File: src/rtl/cc_miss_handler.sv
// Cache line-refill engine: latches a miss, fetches the 64-byte line with one
// 8-beat INCR AXI read burst, then writes data/tag SRAM and returns the requested word.
module cc_miss_handler (
  input  logic         clk,
  input  logic         rst_n,
  input  logic         miss_i,
  input  logic [17:0]  tag_i,
  input  logic [7:0]   index_i,
  input  logic [5:0]   offset_i,
  output logic         busy_o,
  output logic [31:0]  mem_araddr_o,
  output logic [3:0]   mem_arlen_o,
  output logic [2:0]   mem_arsize_o,
  output logic [1:0]   mem_arburst_o,
  output logic         mem_arvalid_o,
  input  logic         mem_arready_i,
  input  logic [63:0]  mem_rdata_i,
  input  logic [1:0]   mem_rresp_i,
  input  logic         mem_rlast_i,
  input  logic         mem_rvalid_i,
  output logic         mem_rready_o,
  output logic         data_wren_o,
  output logic [7:0]   data_waddr_o,
  output logic [511:0] data_wdata_o,
  output logic         tag_wren_o,
  output logic [18:0]  tag_wdata_o,
  output logic [63:0]  rdata_o,
  output logic         done_o,
  output logic         err_o
);

  localparam int unsigned TAG_W  = 18;
  localparam int unsigned IDX_W  = 8;
  localparam int unsigned OFF_W  = 6;
  localparam int unsigned DATA_W = 64;
  localparam int unsigned BEATS  = 8;
  localparam int unsigned CNT_W  = $clog2(BEATS);
  localparam int unsigned LINE_W = DATA_W * BEATS;

  typedef enum logic [2:0] {S_IDLE, S_REQ, S_FILL, S_WRITE, S_ERR} state_e;

  state_e              state_q, state_d;
  logic [TAG_W-1:0]    tag_q, tag_d;
  logic [IDX_W-1:0]    idx_q, idx_d;
  logic [CNT_W-1:0]    word_q, word_d;
  logic [CNT_W-1:0]    beat_q, beat_d;
  logic                err_q, err_d;
  logic [LINE_W-1:0]   line_q, line_d;
  logic [DATA_W-1:0]   rdata_q, rdata_d;
  logic [TAG_W:0]      tagw_q, tagw_d;
  logic                busy_q, arvalid_q, rready_q, wren_q, done_q, errp_q;

  // Only the word select of the offset matters; byte-in-word bits are dropped.
  logic unused_off_lsb;
  assign unused_off_lsb = ^offset_i[2:0];

  // Next-state, datapath capture and registered-output decode.
  always_comb begin
    state_d = state_q;
    tag_d   = tag_q;
    idx_d   = idx_q;
    word_d  = word_q;
    beat_d  = beat_q;
    err_d   = err_q;
    line_d  = line_q;
    rdata_d = rdata_q;
    tagw_d  = '0;
    unique case (state_q)
      S_IDLE: begin
        if (miss_i) begin
          tag_d   = tag_i;
          idx_d   = index_i;
          word_d  = offset_i[OFF_W-1:3];
          beat_d  = '0;
          err_d   = 1'b0;
          state_d = S_REQ;
        end
      end
      S_REQ: begin
        if (mem_arready_i) state_d = S_FILL;
      end
      S_FILL: begin
        if (mem_rvalid_i) begin
          line_d[{beat_q, 6'b0} +: DATA_W] = mem_rdata_i;
          beat_d = beat_q + CNT_W'(1);
          // Framing error when rlast and the final slot disagree.
          err_d  = err_q | (mem_rresp_i != 2'b00)
                   | ((beat_q == CNT_W'(BEATS - 1)) != mem_rlast_i);
          if (mem_rlast_i) state_d = err_d ? S_ERR : S_WRITE;
        end
      end
      S_WRITE: state_d = S_IDLE;
      S_ERR:   state_d = S_IDLE;
      default: state_d = S_IDLE;
    endcase
    if (state_d == S_WRITE) begin
      rdata_d = line_d[{word_q, 6'b0} +: DATA_W];
      tagw_d  = {1'b1, tag_q};
    end
  end

  always_ff @(posedge clk or negedge rst_n) begin
    if (!rst_n) begin
      state_q   <= S_IDLE;
      tag_q     <= '0;
      idx_q     <= '0;
      word_q    <= '0;
      beat_q    <= '0;
      err_q     <= 1'b0;
      line_q    <= '0;
      rdata_q   <= '0;
      tagw_q    <= '0;
      busy_q    <= 1'b0;
      arvalid_q <= 1'b0;
      rready_q  <= 1'b0;
      wren_q    <= 1'b0;
      done_q    <= 1'b0;
      errp_q    <= 1'b0;
    end else begin
      state_q   <= state_d;
      tag_q     <= tag_d;
      idx_q     <= idx_d;
      word_q    <= word_d;
      beat_q    <= beat_d;
      err_q     <= err_d;
      line_q    <= line_d;
      rdata_q   <= rdata_d;
      tagw_q    <= tagw_d;
      busy_q    <= (state_d != S_IDLE);
      arvalid_q <= (state_d == S_REQ);
      rready_q  <= (state_d == S_FILL);
      wren_q    <= (state_d == S_WRITE);
      done_q    <= (state_d == S_WRITE);
      errp_q    <= (state_d == S_ERR);
    end
  end

  assign busy_o        = busy_q;
  assign mem_araddr_o  = {tag_q, idx_q, OFF_W'(0)};
  assign mem_arlen_o   = 4'(BEATS - 1);
  assign mem_arsize_o  = 3'd3;
  assign mem_arburst_o = 2'b01;
  assign mem_arvalid_o = arvalid_q;
  assign mem_rready_o  = rready_q;
  assign data_wren_o   = wren_q;
  assign data_waddr_o  = idx_q;
  assign data_wdata_o  = line_q;
  assign tag_wren_o    = wren_q;
  assign tag_wdata_o   = tagw_q;
  assign rdata_o       = rdata_q;
  assign done_o        = done_q;
  assign err_o         = errp_q;

endmodule

File: config.mk
export PLATFORM = sky130hd
export DESIGN_NAME = cc_miss_handler
export DESIGN_NICKNAME = d
export VERILOG_FILES = /design/src/rtl/cc_miss_handler.sv
export SDC_FILE = /design/constraint.sdc
export NUM_CORES = 1
export LEC_CHECK = 0
export ABC_AREA = 0
export BUFFER_PORTS_ARGS = -buffer_cell sky130_fd_sc_hd__buf_4
export CORE_ASPECT_RATIO = 0.5
export CORE_MARGIN = 2
export CORE_UTILIZATION = 46
export DETAILED_ROUTE_END_ITERATION = 16
export PLACE_DENSITY = 0.74
export SYNTH_ARGS = -nofsm -noshare
export SYNTH_HDL_FRONTEND = slang
export SYNTH_SLANG_ARGS = --single-unit
export TNS_END_PERCENT = 30
File: constraint.sdc
create_clock -name clk -period 2.84 [get_ports clk]
set_input_delay 0.568 -clock clk [delete_from_list [all_inputs] [get_ports clk]]
set_output_delay 0.568 -clock clk [all_outputs]
set_load 0.02 [all_outputs]
==> results.cfg, run 1 <==
[timing]
max_slew_margin_pct = 46.0
setup-violations-final = 0
finalCritPeriodShare_pct = 96.7
hold_viol_final = 0
finalSetupTns_ns = 0
skew_ns = 0.0143
slew_viol_final = 0
holdWs_ns = 0.173
tightest_slew_ns = 0.810
min_period_ns = 2.74
fmax_mhz = 364

[yosys]
synthDistinctLibCells = 58
synth.avg_cell_area_um2 = 10.0
yosysWarnings = 0
synthesis.area_um2 = 29600
ys.flop_type = dfrtp_1
async_reset_ff_share_pct = 100
syn_inst = 2945
synth_edf_count = 0
synth_seq_cells = 635
synth_seq_area_share_pct = 53.8

[finish]
stdcell_area_um2 = 38800
area_growth_pct = 31.1
finalNetCount = 3712
final_layout_size_suffix_gt1_share_pct = 33.3

[power]
p_per_area_nw_per_um2 = 798
leakage_nw = 19.0
power_mw = 30.9
ir_worst_vdd_mv = 0.679

[placement]
hpwlAfterDp_mm = 81.9
port_buffers = 736
gp_congestion = 0.940
dpl-instance-area_um2 = 36600

[critical_path]
required_ns = 3.39
cp.buffers_inverters = 3
crit_fanout = 12
crit_family = simple AND/OR/NAND/NOR gates
r2r-end = rdata_o[55]$_DFFE_PN0N_
r2r_start = beat_q[1]$_DFFE_PN0P_
end_kind = flip-flop
crit_path_cell_trace = ha_1 -> ha_1 -> nor4b_2 -> nand3_2 -> clkinv_1 -> nand2b_2 -> buf_12 -> buf_4 -> a31oi_1 -> o2111ai_1 -> nand4_1
worst_ep_arrival_time_ns = 3.30
crit_slowest_cell = dfrtp_2
critical_path_class = reg2reg
worstSetupStartpointType = flip-flop
cp_common_cell = ha_1
reg2reg_depth = 11
r2r_setup_slack_ns = 0.1
cpPeakStageDelay_ns = 0.42
critical_path_depth = 11

[floorplanning]
row_count = 65
start_util_pct = 46.7
die_w_um = 362
core_area_um2 = 63300
die_h_um = 183
io_pins = 755
die_area_um2 = 66400

[clock_network]
cts_tree = done
clk_pin_slew_ns = 0.07
cts_sinks = 635
cts_root_buf = clkbuf_16
cts_buffers = 58
clock_path_buffers = 3
clk_latency_ns = 0.63
htreeDepth = 2

[hold_path]
worstHoldStart = tag_i[14]
min_path_cells = 2
min_path_type = in2reg
min_to = tag_q[14]$_DFFE_PN0P_

[global_routing]
grt_max_degree = 76
antenna_found_initial = 4
grt-ovfl-total = 0
grt_usage_pct = 34.7
grt_pass1_vias = 27325
grt_pass1_wl_mm = 174

[routing]
drt_iter0_drc = 3016
vias_per_cell = 6.17
routedWlPerCell_um = 26.5
firstDrtPassIters = 6
num_vias = 27689
drc = 0
detail-route-antenna-nets = 0
wirelength_mm = 119

[status]
status = complete, no violations

[job]
cap_violations = 0
==> flip-flops by register name, indices dropped and copies added (netlist names) <==
name           flops
data_wdata_o     512
mem_rready_o       1
done_o             1
state_q            3
beat_q             3
tag_q             18
err_o              1
data_waddr_o       8
err_q              1
word_q             3
mem_arvalid_o      1
busy_o             1
rdata_o           64
tag_wdata_o       18
==> cell type report <==
type / instances / area, µm²
fill: 5229 / 24500
sequential: 635 / 15900
multi-input combinational: 1966 / 12300
timing repair buffer: 883 / 7290
clock buffer: 91 / 1840
tap: 837 / 1050
inverter: 57 / 214
clock inverter: 13 / 165
antenna: 3 / 7.51
==> logic make-up after synthesis <==
kind of cell / synth area share, %
AND/OR/NAND/NOR: 14.8
AO/OA/AOI/OAI: 15.7
flip-flops: 53.8
buffers and inverters: 5.30
multiplexers: 10.1
adder cells (fa/ha/maj): 0.296
other: 0.0254
XOR/XNOR: 0.0296
==> worst max-delay path by stage <==
| stage | from | endpoint | slack, ns |
|---|---|---|---|
| floorplan | beat_q[0]$_DFFE_PN0P_ | rdata_o[2]$_DFFE_PN0N_ | -0.008 |
| global placement | beat_q[1]$_DFFE_PN0P_ | rdata_o[13]$_DFFE_PN0N_ | 0.03 |
| detailed placement | beat_q[1]$_DFFE_PN0P_ | rdata_o[46]$_DFFE_PN0N_ | -0.09 |
| CTS | beat_q[1]$_DFFE_PN0P_ | rdata_o[46]$_DFFE_PN0N_ | -0.009 |
| global route | beat_q[1]$_DFFE_PN0P_ | rdata_o[13]$_DFFE_PN0N_ | -0.05 |
| finish | beat_q[1]$_DFFE_PN0P_ | rdata_o[55]$_DFFE_PN0N_ | 0.1 |
==> synth_stat cells, drive strengths merged, types with 2 or more instances <==
cell     number  area [µm²]
o211ai      146        1100
nand2b       17         106
a22o         37         324
o22ai        11        68.8
a31oi        51         319
a211o         5        43.8
and2         21         131
a222oi        3        30.0
inv          56         210
or3           5        31.3
buf         118         669
ha            7        87.6
o2bb2ai       5        43.8
clkbuf      182         683
mux2        205        2310
o21bai        5        37.5
o2111ai      36         315
a311o        50         500
nand2       714        2680
conb          2        7.51
nor2         66         248
o311ai       10        87.6
o31ai        19         143
nand4        67         434
o211a        25         250
nor3b        28         210
or2           3        18.8
o21ai       250        1250
nor2b         5        31.3
mux2i        62         683
a21oi         9        45.0
dfrtp       635       15900
and3          7        43.8
nand3        57         290
a221oi        5        43.8
nor3          8        45.0
o22a          3        26.3
==> where the power goes <==
group          switching (mW)  total [mW]  internal [mW]  leakage (nW)
clock network            3.64        8.41           4.78         0.999
logic                    7.34        11.6           4.22          9.51
registers               0.947        11.0           10.0          8.47
total                    11.9        30.9           19.0          19.0
==> cells in the final DEF, fill, tap and decap left out, types with 11 or more instances in the layout <==
master and count:
a311o_1 50, o22ai_1 11, nand4_1 66, mux2i_1 57
mux2_2 196, inv_1 56, clkbuf_8 20, a22o_1 37
nand2_1 711, dfrtp_1 632, o21ai_0 246, nor2_1 63
o2111ai_1 36, nand3_1 54, o211a_1 25, buf_12 51
and2_1 19, conb_1 15, nor3b_1 25, buf_4 828
o211ai_1 146, o31ai_1 19, nand2b_1 15, clkbuf_16 61
a31oi_1 51
==> stage by stage <==
step,utilization (%),worst slack (ns),std cells
finish,61.2,0.0951,4485
global route,61.2,-0.0464,4485
CTS,61.1,-0.00933,4480
detailed placement,57.9,-0.0921,4372
global placement,57.9,0.0312,4372
floorplan,-,-0.00777,2958
==> per-layer routing <==
layer / track usage [%] / wire length, µm / vias up
met4: 24.8 / 9810 / 2
met1: 44.8 / 44600 / 13608
li1: - / - / 11727
met5: 0 / 19 / -
met3: 7.28 / 11200 / 515
met2: 52.4 / 53200 / 1837
==> worst reg2reg max path, delay by kind of cell, from the launching register on <==
kind / cells / cell delay [ns]
AO/OA/AOI/OAI: 2 / 0.42
adder cells (fa/ha/maj): 2 / 0.47
buffers and inverters: 3 / 0.53
flip-flops: 1 / 0.42
AND/OR/NAND/NOR: 4 / 0.83
==> timing repair <==
item | CTS | global route
buffers inserted | 3 | 2
hold buffers | 1 | 0
cloned | 0 | 0
setup endpoints to repair | 30 | 63
pin swaps | 1 | 4
hold endpoints to repair | 30 | 0
gates resized for setup | 4 | 12
(Power assumes the default switching activity.)
==> run 2, diff against run 1 <==
--- a/config.mk
+++ b/config.mk
@@ -7,11 +7,13 @@
 export LEC_CHECK = 0
 export ABC_AREA = 0
 export BUFFER_PORTS_ARGS = -buffer_cell sky130_fd_sc_hd__buf_4
+export CELL_PAD_IN_SITES_DETAIL_PLACEMENT = 1
+export CELL_PAD_IN_SITES_GLOBAL_PLACEMENT = 2
 export CORE_ASPECT_RATIO = 0.5
 export CORE_MARGIN = 2
-export CORE_UTILIZATION = 46
+export CORE_UTILIZATION = 30
 export DETAILED_ROUTE_END_ITERATION = 16
-export PLACE_DENSITY = 0.74
+export PLACE_DENSITY_LB_ADDON = 0.1
 export SYNTH_ARGS = -nofsm -noshare
 export SYNTH_HDL_FRONTEND = slang
 export SYNTH_SLANG_ARGS = --single-unit
==> results.cfg, run 2 (synthesis results as in run 1) <==
[status]
status = complete, no violations

[power]
clkPwrFrac_pct = 28.9
p_seq_share_pct = 34.0
p_int_mw = 19.7
leakage_nw = 19.1
p_per_area_nw_per_um2 = 815
ir_worst_vdd_mv = 0.539
combPwrFrac_pct = 37.2
swShare_pct = 39.1
p_sw_mw = 12.6

[clock_network]
cts_sinks = 635
htreeDepth = 3
clock_path_buffers = 3
clk_latency_ns = 0.65
clk_pin_slew_ns = 0.07
cts_root_buf = clkbuf_16
cts_tree = done
cts_buffers = 66

[routing]
num_vias = 26224
vias_per_cell = 5.27
drt_iter0_drc = 1744
drc = 0
firstDrtPassIters = 5
detail-route-antenna-nets = 0
wirelength_mm = 137
routedWlPerCell_um = 27.6

[finish]
fillers = 10926
area_growth_pct = 33.9
largest_reg_flops = 512
layout_commonest_cell = buf_4
stdcell_area_um2 = 39600
final_cell_mix = buf_4, nand2_1, dfrtp_1, o21ai_0, mux2_2
final_layout_size_suffix_gt1_share_pct = 33.2
finalNetCount = 3710

[floorplanning]
io_pins = 755
die_w_um = 448
row_count = 81
die_area_um2 = 101000
core_area_um2 = 97700
start_util_pct = 30.3
die_h_um = 226

[hold_path]
worstHoldStart = tag_i[14]
min_path_cells = 2
min_to = tag_q[14]$_DFFE_PN0P_
min_path_type = in2reg

[critical_path]
end_kind = flip-flop
r2r_start = beat_q[1]$_DFFE_PN0P_
required_ns = 3.42
r2r-end = rdata_o[58]$_DFFE_PN0N_
critical_path_class = reg2reg
crit_slowest_cell = dfrtp_1
cp.buffers_inverters = 3
worst_ep_arrival_time_ns = 3.32
crit_family = simple AND/OR/NAND/NOR gates
cp_common_cell = ha_1
worstSetupStartpointType = flip-flop
crit_path_cell_trace = inv_1 -> ha_1 -> ha_1 -> or3b_1 -> nor4_4 -> buf_12 -> buf_8 -> a22o_1 -> mux2i_1 -> nand2b_1 -> nand4_1
crit_fanout = 18
cpPeakStageDelay_ns = 0.42
reg2reg_depth = 11
r2r_setup_slack_ns = 0.10

[placement]
place_ws_ns = 0.00505
port_buffers = 736
hpwlAfterDp_mm = 92.5
dpl-instance-area_um2 = 37100
gp_congestion = 0.831

[global_routing]
grt-ovfl-total = 0
grt_max_degree = 91
grt_pass1_vias = 27391
grt_usage_pct = 26.3
grt_pass1_wl_mm = 195
antenna_found_initial = 3

[timing]
finalSetupTns_ns = 0
min_period_ns = 2.74
fmax_mhz = 366
slew_viol_final = 0
hold_viol_final = 0
finalCritPeriodShare_pct = 96.3
skew_ns = 0.0146
worst_slack_ns = 0.104
tightest_slew_ns = 0.654
setup-violations-final = 0
max_slew_margin_pct = 56.3

[job]
cap_violations = 0
==> run 2: area by class of cell <==
class,count,area [µm²],share of cell area [%]
Timing Repair Buffer,872,7260,18.4
Inverter,57,216,0.547
Multi-Input combinational cell,1967,12300,31.1
Antenna cell,3,7.51,0.0190
Clock inverter,15,208,0.525
Clock buffer,97,2000,5.06
Tap cell,1328,1660,4.20
Sequential cell,635,15900,40.2
==> run 2: power groups by stage <==
stage / Sequential [mW] / Combinational [mW] / Clock (mW)
finish: 11.0 / 12.0 / 9.32
global route: 11.1 / 12.7 / 9.89
CTS: 11.0 / 12.0 / 9.56
detailed placement: 11.1 / 11.9 / 0
global placement: 11.1 / 11.9 / 0
floorplan: 11.9 / 5.19 / 0
==> run 2: how the worst max path moves through the flow <==
stage	start	to	slack, ns	cells past startpoint
after floorplan	beat_q[0]$_DFFE_PN0P_	rdata_o[2]$_DFFE_PN0N_	-0.008	13
after global placement	beat_q[1]$_DFFE_PN0P_	rdata_o[4]$_DFFE_PN0N_	0.06	11
after detailed placement	beat_q[1]$_DFFE_PN0P_	rdata_o[38]$_DFFE_PN0N_	0.005	9
after CTS	beat_q[1]$_DFFE_PN0P_	rdata_o[2]$_DFFE_PN0N_	0.01	10
after global routing	beat_q[1]$_DFFE_PN0P_	rdata_o[9]$_DFFE_PN0N_	-0.02	9
final	beat_q[1]$_DFFE_PN0P_	rdata_o[58]$_DFFE_PN0N_	0.10	11
==> run 2: metal layers <==
metal	wire, µm	vias to the layer above	global-route usage (%)
met5	0	-	0
met1	58900	13760	33.8
met4	3660	0	8.55
met2	69000	602	45.4
met3	5830	155	3.92
li1	-	11707	-
==> run 2: metrics by stage <==
step / instances / power [mW] / util (%) / hold WS [ns]
CTS: 4961 / 32.5 / 40.3 / 0.0873
global route: 4974 / 33.7 / 40.5 / 0.112
global placement: 4845 / 23.0 / 38.0 / 0.465
detailed placement: 4845 / 23.1 / 38.0 / 0.463
floorplan: 2958 / 17.1 / - / 0.272
finish: 4974 / 32.3 / 40.5 / 0.143
==> run 2: what timing repair did <==
action,4_1_cts,5_1_grt
buffers inserted,3,6
gates cloned,0,4
resized for setup,1,16
endpoints found under the hold margin,21,0
pin swaps,0,7
setup endpoints to repair,3,70
hold buffers,1,0
